[src/rtl/mult_wb_pkg.sv]
// ---------------------------------------------------------------------------
// mult_wb_pkg
// Shared types and helpers for the multiplier writeback buffer.
//   mult_wb_entry_t : one buffered result, transaction ID above the result
//   cnt_width()     : width of an occupancy counter that can hold 0..depth
// ---------------------------------------------------------------------------
package mult_wb_pkg;

  localparam int MULT_WB_WIDTH   = 32;
  localparam int MULT_WB_ID_BITS = 5;

  typedef struct packed {
    logic [MULT_WB_ID_BITS-1:0] trans_id;
    logic [MULT_WB_WIDTH-1:0]   result;
  } mult_wb_entry_t;

  // An occupancy counter must reach depth itself, not just depth-1, hence +1.
  function automatic int cnt_width(input int depth);
    return $clog2(depth) + 1;
  endfunction

endpackage

[src/rtl/mult_result_fifo_mem.sv]
// ---------------------------------------------------------------------------
// mult_result_fifo_mem
// Plain DEPTH x ENTRY_W register array backing the result FIFO. It holds no
// control logic; the owner decides when and where to write.
// Ports:
//   clk_i, rst_i : clock, async active-high reset (clears every entry to 0)
//   i_we         : write enable
//   i_waddr      : write address
//   i_wdata      : write data
//   i_raddr      : read address
//   o_rdata      : combinational read data at i_raddr
// ---------------------------------------------------------------------------
module mult_result_fifo_mem #(
  parameter int DEPTH   = 4,
  parameter int ENTRY_W = 37,
  localparam int ADDR_W = $clog2(DEPTH)
) (
  input  logic               clk_i,
  input  logic               rst_i,
  input  logic               i_we,
  input  logic [ADDR_W-1:0]  i_waddr,
  input  logic [ENTRY_W-1:0] i_wdata,
  input  logic [ADDR_W-1:0]  i_raddr,
  output logic [ENTRY_W-1:0] o_rdata
);

  logic [ENTRY_W-1:0] r_mem [DEPTH];

  // Storage is cleared on reset so the head outputs read as zero while empty.
  always_ff @(posedge clk_i or posedge rst_i) begin
    if (rst_i) begin
      for (int i = 0; i < DEPTH; i++) begin
        r_mem[i] <= '0;
      end
    end else if (i_we) begin
      r_mem[i_waddr] <= i_wdata;
    end
  end

  assign o_rdata = r_mem[i_raddr];

endmodule

[src/rtl/mult_result_buffer.sv]
// ---------------------------------------------------------------------------
// mult_result_buffer
// First-word-fall-through buffer between the single-cycle pipelined
// multiplier and the writeback arbiter. Because the multiplier cannot be
// stalled, the buffer hands out a credit-style ready to the issue stage that
// counts both stored entries and the one result that may still be in flight.
// Ports:
//   clk_i, rst_i       : clock, async active-high reset
//   flush_i            : discard all buffered and in-flight results
//   issue_valid_i      : issue stage offers a multiply-class op
//   mult_ready_o       : issue permitted this cycle
//   mult_valid_i       : multiplier result valid
//   mult_trans_id_i    : multiplier result transaction ID
//   mult_result_i      : multiplier result data
//   wb_valid_o         : head entry valid
//   wb_trans_id_o      : head entry transaction ID
//   wb_result_o        : head entry result
//   wb_ready_i         : writeback consumes the head entry
//   count_o            : current occupancy
//   overflow_o         : sticky, a push arrived with no space
// ---------------------------------------------------------------------------
module mult_result_buffer
  import mult_wb_pkg::*;
#(
  parameter int WIDTH   = MULT_WB_WIDTH,
  parameter int ID_BITS = MULT_WB_ID_BITS,
  parameter int DEPTH   = 4
) (
  input  logic                        clk_i,
  input  logic                        rst_i,
  input  logic                        flush_i,
  input  logic                        issue_valid_i,
  output logic                        mult_ready_o,
  input  logic                        mult_valid_i,
  input  logic [ID_BITS-1:0]          mult_trans_id_i,
  input  logic [WIDTH-1:0]            mult_result_i,
  output logic                        wb_valid_o,
  output logic [ID_BITS-1:0]          wb_trans_id_o,
  output logic [WIDTH-1:0]            wb_result_o,
  input  logic                        wb_ready_i,
  output logic [cnt_width(DEPTH)-1:0] count_o,
  output logic                        overflow_o
);

  localparam int PTR_W   = $clog2(DEPTH);
  localparam int CNT_W   = cnt_width(DEPTH);
  localparam int ENTRY_W = ID_BITS + WIDTH;
  localparam logic [CNT_W-1:0] DEPTH_C = CNT_W'(DEPTH);

  logic [CNT_W-1:0]   r_count;
  logic [PTR_W-1:0]   r_rdPtr;
  logic [PTR_W-1:0]   r_wrPtr;
  logic               r_inflight;
  logic               r_overflow;

  logic               w_pushReq;
  logic               w_push;
  logic               w_pop;
  logic               w_full;
  logic               w_dropped;
  logic [CNT_W:0]     w_credit;
  logic [ENTRY_W-1:0] w_wrData;
  logic [ENTRY_W-1:0] w_rdData;

  assign w_full    = (r_count == DEPTH_C);
  assign w_pop     = (r_count != '0) && wb_ready_i;
  assign w_pushReq = mult_valid_i && !flush_i;
  // A full buffer still takes a push when the head leaves in the same cycle.
  assign w_push    = w_pushReq && (!w_full || w_pop);
  assign w_dropped = w_pushReq && w_full && !w_pop;

  // Credit ignores a same-cycle pop on purpose: that keeps wb_ready_i out of
  // the combinational path to the issue stage.
  assign w_credit     = {1'b0, r_count} + {{CNT_W{1'b0}}, r_inflight};
  assign mult_ready_o = !flush_i && (w_credit < {1'b0, DEPTH_C});

  // Pointers, occupancy and the in-flight marker. Flush clears them on the
  // next edge; a pop in the flush cycle is simply absorbed by the clear.
  always_ff @(posedge clk_i or posedge rst_i) begin
    if (rst_i) begin
      r_count    <= '0;
      r_rdPtr    <= '0;
      r_wrPtr    <= '0;
      r_inflight <= 1'b0;
    end else if (flush_i) begin
      r_count    <= '0;
      r_rdPtr    <= '0;
      r_wrPtr    <= '0;
      r_inflight <= 1'b0;
    end else begin
      r_inflight <= issue_valid_i && mult_ready_o;
      if (w_push) begin
        r_wrPtr <= r_wrPtr + PTR_W'(1);
      end
      if (w_pop) begin
        r_rdPtr <= r_rdPtr + PTR_W'(1);
      end
      if (w_push && !w_pop) begin
        r_count <= r_count + CNT_W'(1);
      end else if (!w_push && w_pop) begin
        r_count <= r_count - CNT_W'(1);
      end
    end
  end

  // Overflow is an error flag for debug; only reset clears it, not flush.
  always_ff @(posedge clk_i or posedge rst_i) begin
    if (rst_i) begin
      r_overflow <= 1'b0;
    end else if (w_dropped) begin
      r_overflow <= 1'b1;
    end
  end

  assign w_wrData = {mult_trans_id_i, mult_result_i};

  mult_result_fifo_mem #(
    .DEPTH   (DEPTH),
    .ENTRY_W (ENTRY_W)
  ) u_mem (
    .clk_i   (clk_i),
    .rst_i   (rst_i),
    .i_we    (w_push),
    .i_waddr (r_wrPtr),
    .i_wdata (w_wrData),
    .i_raddr (r_rdPtr),
    .o_rdata (w_rdData)
  );

  assign wb_valid_o                   = (r_count != '0);
  assign {wb_trans_id_o, wb_result_o} = w_rdData;
  assign count_o                      = r_count;
  assign overflow_o                   = r_overflow;

endmodule

[config.mk]
export PLATFORM = sky130hd
export DESIGN_NAME = mult_result_buffer
export DESIGN_NICKNAME = d
export VERILOG_FILES = /design/src/rtl/mult_wb_pkg.sv /design/src/rtl/mult_result_fifo_mem.sv /design/src/rtl/mult_result_buffer.sv
export SDC_FILE = /design/constraint.sdc
export NUM_CORES = 1
export LEC_CHECK = 0
export CAP_MARGIN = 20
export CORE_MARGIN = 8
export CORE_UTILIZATION = 58
export CTS_BUF_LIST = sky130_fd_sc_hd__clkbuf_8
export DETAILED_ROUTE_END_ITERATION = 12
export GPL_TIMING_DRIVEN = 1
export HOLD_SLACK_MARGIN = 0.06
export PLACE_DENSITY = 0.82
export RECOVER_POWER = 25
export SETUP_SLACK_MARGIN = 0.2
export SLEW_MARGIN = 20
export SYNTH_ARGS = -nofsm -noshare
export SYNTH_HDL_FRONTEND = slang
export SYNTH_HIERARCHICAL = 1
export SYNTH_SLANG_ARGS = --single-unit
[constraint.sdc]
create_clock -name clk_i -period 6.7 [get_ports clk_i]
set_clock_uncertainty 0.15 [all_clocks]
set_input_delay 1.34 -clock clk_i [delete_from_list [all_inputs] [get_ports clk_i]]
set_output_delay 1.34 -clock clk_i [all_outputs]
set_load 0.01 [all_outputs]
==> summary by stage <==
Timing
The headroom to the max-slew limit is -1.45. The slew of the pin with the lowest slew margin is 3.65 ns. The final hold violation count is 0. The final hold slack is 0.335 ns. For the final routed database, the setup TNS stands at 0 ns.

Setup repair after global routing left no endpoint under its margin. Derived from the worst setup path, the maximum achievable clock frequency is 0.219 GHz. Dividing the final minimum period by the clock period gives 0.681.

The number of max-slew violations in the final report was 87. Setup violations remaining at the end of the flow were counted as 0. Subtracting the final worst setup slack from the clock period gives 4.56 ns.

Worst setup path
The critical path starts at rst_i. In this run the critical register-to-register path is captured at u_mem/r_mem[84]. The kind of critical path is in2async. The critical path launch point type is an input port.

In this run the register-to-register setup slack is 3.48 ns. The worst register-to-register path begins at count_o[2]. The end point of the critical path is u_mem/r_mem[129]. The critical-path maximum fanout is 86.

The worst endpoint data arrival time is 4.91 ns. The critical path capture point type is an async pin. For the worst setup path, the data required time is 7.04 ns. The number of cells on the worst reg-to-reg path is 5.

Floorplan
The starting density of the core is 0.594. The die covers 0.0169 mm2. In this run the core area contains 41 standard-cell rows.

The area of the placeable core is 0.0127 mm2. The die is 130 um tall. In this run the count of I/O pins placed on the die edge is 86. The die is 130 um wide.

Layout
The total area of multi-input combinational cells is 0.00322 mm2. At the end of the flow, the number of nets in the layout was 550. The count of filler cells inserted in the layout is 885.

The core utilization of the finished layout is 0.686. Registers take 0.00393 mm2. The repair_antennas step left the layout with diodes totalling 0.

The finished cells cover 0.00869 mm2. The share of post-route cells with drive strength above 1 is 0.430. Compared with the post-synthesis result, the final layout area differs by 15.4%. The number of non-filler instances in the completed layout is 691.

Hold path
The depth of the worst hold-timing path is 1. The tightest min-delay check is of the reg2reg type.

Drt
The number of design-rule violations left by the first detailed-router iteration is 193. In the routed layout, each cell is associated on average with a via count of 5.76. For this block, the via count after detailed routing is 3,983. The count of nets left with antenna violations once routing finished came out at 0. In the final routed layout, each cell accounts on average for 21.2 um. For this run, design rule violations remaining after detail routing come to 0.

Summed over all layers, the routed wires come to 14.6 mm. The detailed-router iteration count before antenna repair is 6.

Yosys
The distinct cell type count after synthesis is 43. The number of synthesized flops with an enable pin is 0. sky130_fd_sc_hd__dfrtp_1 is the most common cell in the netlist.

Sorting the synthesized cells by area gives the leading types as sky130_fd_sc_hd__dfrtp_1 (52%), sky130_fd_sc_hd__mux2_4 (18%), sky130_fd_sc_hd__mux4_2 (9.9%). By count the netlist is led by sky130_fd_sc_hd__dfrtp_1 (157), sky130_fd_sc_hd__mux2_4 (90), sky130_fd_sc_hd__mux2_2 (56). The area share of the leading cell type in the synthesized netlist is 0.522. After synthesis the netlist holds a flip-flop and latch count of 157. The synthesized area is 0.00753 mm2. The average instance in the mapped netlist occupies 17.8 um2. The cell taking the most area after synthesis is sky130_fd_sc_hd__dfrtp_1.

The sequential share of the synthesized area is 0.522. After technology mapping, the gate count stands at 424. The synthesized net count is 468. For this run, the leading register cell type out of synthesis is sky130_fd_sc_hd__dfrtp_1. The share of synthesized registers carrying an async set or reset is 1.00. The count of synthesis-stage warnings from yosys is 6.

Global routing
The number of antenna violations at the first check in global routing is 0. The number of global-route vias before repair is 4,635. The largest net degree at the start of global routing is 87. The aggregate global routing overflow is 0.

The overall track demand over capacity in global routing is 0.188. The global-route wire length before repair is 24.2 mm.

Place
The number of port buffers is 85. The routability congestion estimate is 0.787. Once detailed placement completed, the half-perimeter wirelength came to 9.36 mm. In this run, placement finished with an instance count of 659. The placed instances occupy a cell area of 0.00831 mm2.

CTS
The cts-stage hold buffer count is 0. The clock latency at the later pin of the worst-skew pair is 0.45 ns. The quantity of gates resized following cts is 0. The number of buffers added for setup after CTS is 0. The largest buffer count on any clock path is 2. The CTS H-tree depth is 4.

The root cell of the clock tree is sky130_fd_sc_hd__clkbuf_8. The tree built by TritonCTS fans out to 157 sinks. TritonCTS created 17 clock buffers. Clock-pin slew was measured on the worst setup and hold paths at 0.08 ns. TritonCTS built the clock tree.

Power
The switching fraction of total power is 0.282. The part of the power in combinational logic is 0.372. The relative contribution of the clock network to total power is 0.192. The internal power consumption is 2.55 mW. Summed over all nets, the switching power comes to 1.00 mW. The static leakage power is 4.00 nW. The worst-case IR drop observed on VDD is 0.251 mV. The share of total power dissipated in sequential elements is 0.436.

In this run the power density over the cells is 409 mW/mm2.

Outcome
The final reports fail on max-capacitance violations, max-slew violations. The run finished, with violations left.

Run
Max-cap violations in this run came to 1.
[power by group through the flow]
stage | clock network [mW] | registers, mW | logic, mW
after floorplan | 0 | 1.42 | 0.971
after global placement | 0 | 1.53 | 1.30
after detailed placement | 0 | 1.56 | 1.34
after CTS | 0.701 | 1.55 | 1.34
after global routing | 0.738 | 1.59 | 1.41
final | 0.682 | 1.55 | 1.32
[layout by cell type, fill, tap and decap left out, types with 5 or more instances in the layout]
master                            netlist  layout
sky130_fd_sc_hd__clkbuf_8               0      21
sky130_fd_sc_hd__clkinv_2               0       5
sky130_fd_sc_hd__mux2_4                90      90
sky130_fd_sc_hd__mux4_2                33      33
sky130_fd_sc_hd__inv_1                  8      11
sky130_fd_sc_hd__clkdlybuf4s50_1        0      84
sky130_fd_sc_hd__dfrtp_1              157     155
sky130_fd_sc_hd__buf_4                  4       7
sky130_fd_sc_hd__mux2_2                56      56
sky130_fd_sc_hd__nor2_1                 5       5
[sequential cells by signal, summed over array words and instances (netlist names)]
| name | cells |
|---|---|
| r_wrPtr | 2 |
| u_mem/r_mem | 148 |
| count_o | 3 |
| r_inflight | 1 |
| overflow_o | 1 |
| r_rdPtr | 2 |
[worst max-delay path, stage by stage]
cell                            delay, ns
sky130_fd_sc_hd__dlygate4sd3_1       0.56
sky130_fd_sc_hd__clkinvlp_2          2.05
sky130_fd_sc_hd__buf_4               0.91
[routing by layer]
layer / track usage / wire length (um) / vias up / share of wire
met2: 0.312 / 7400 / 96 / 0.51
met1: 0.228 / 6160 / 2124 / 0.42
met3: 0.0579 / 875 / 20 / 0.060
met5: 0 / 0 / - / 0
met4: 0.0683 / 198 / 0 / 0.014
li1: - / - / 1743 / -
[metrics by stage]
step                      power [mW]  setup WS, ns
final                           3.55          2.14
after global routing            3.74          1.40
after CTS                       3.59          2.29
after detailed placement        2.90          2.01
after global placement          2.83          2.11
after floorplan                 2.39          1.23
[how the worst min path moves through the flow]
stage,startpoint,end
6_report,overflow_o,overflow_o
2_1_floorplan,u_mem/r_mem[25],u_mem/r_mem[25]
3_3_place_gp,overflow_o,overflow_o
5_1_grt,overflow_o,overflow_o
3_5_place_dp,overflow_o,overflow_o
4_1_cts,overflow_o,overflow_o
[kinds of logic (layout without fill, tap and decap cells)]
kind of cell	count (synthesis)	after routing	share of synthesized area
AO/OA/AOI/OAI	18	18	0.0188
multiplexers	185	185	0.379
adder cells (fa/ha/maj)	1	1	0.00266
AND/OR/NAND/NOR	23	23	0.0228
buffers and inverters	37	132	0.0515
flip-flops	157	157	0.522
XOR/XNOR	3	3	0.00349
[final cells by class]
cell class                      count  share of cell area
Inverter                            8             0.00360
Clock inverter                     11              0.0115
Tap cell                          172              0.0248
Timing Repair Buffer               92               0.104
Sequential cell                   157               0.453
Clock buffer                       21              0.0333
Multi-Input combinational cell    230               0.370
Note: power is estimated with default switching activity, not from simulation.
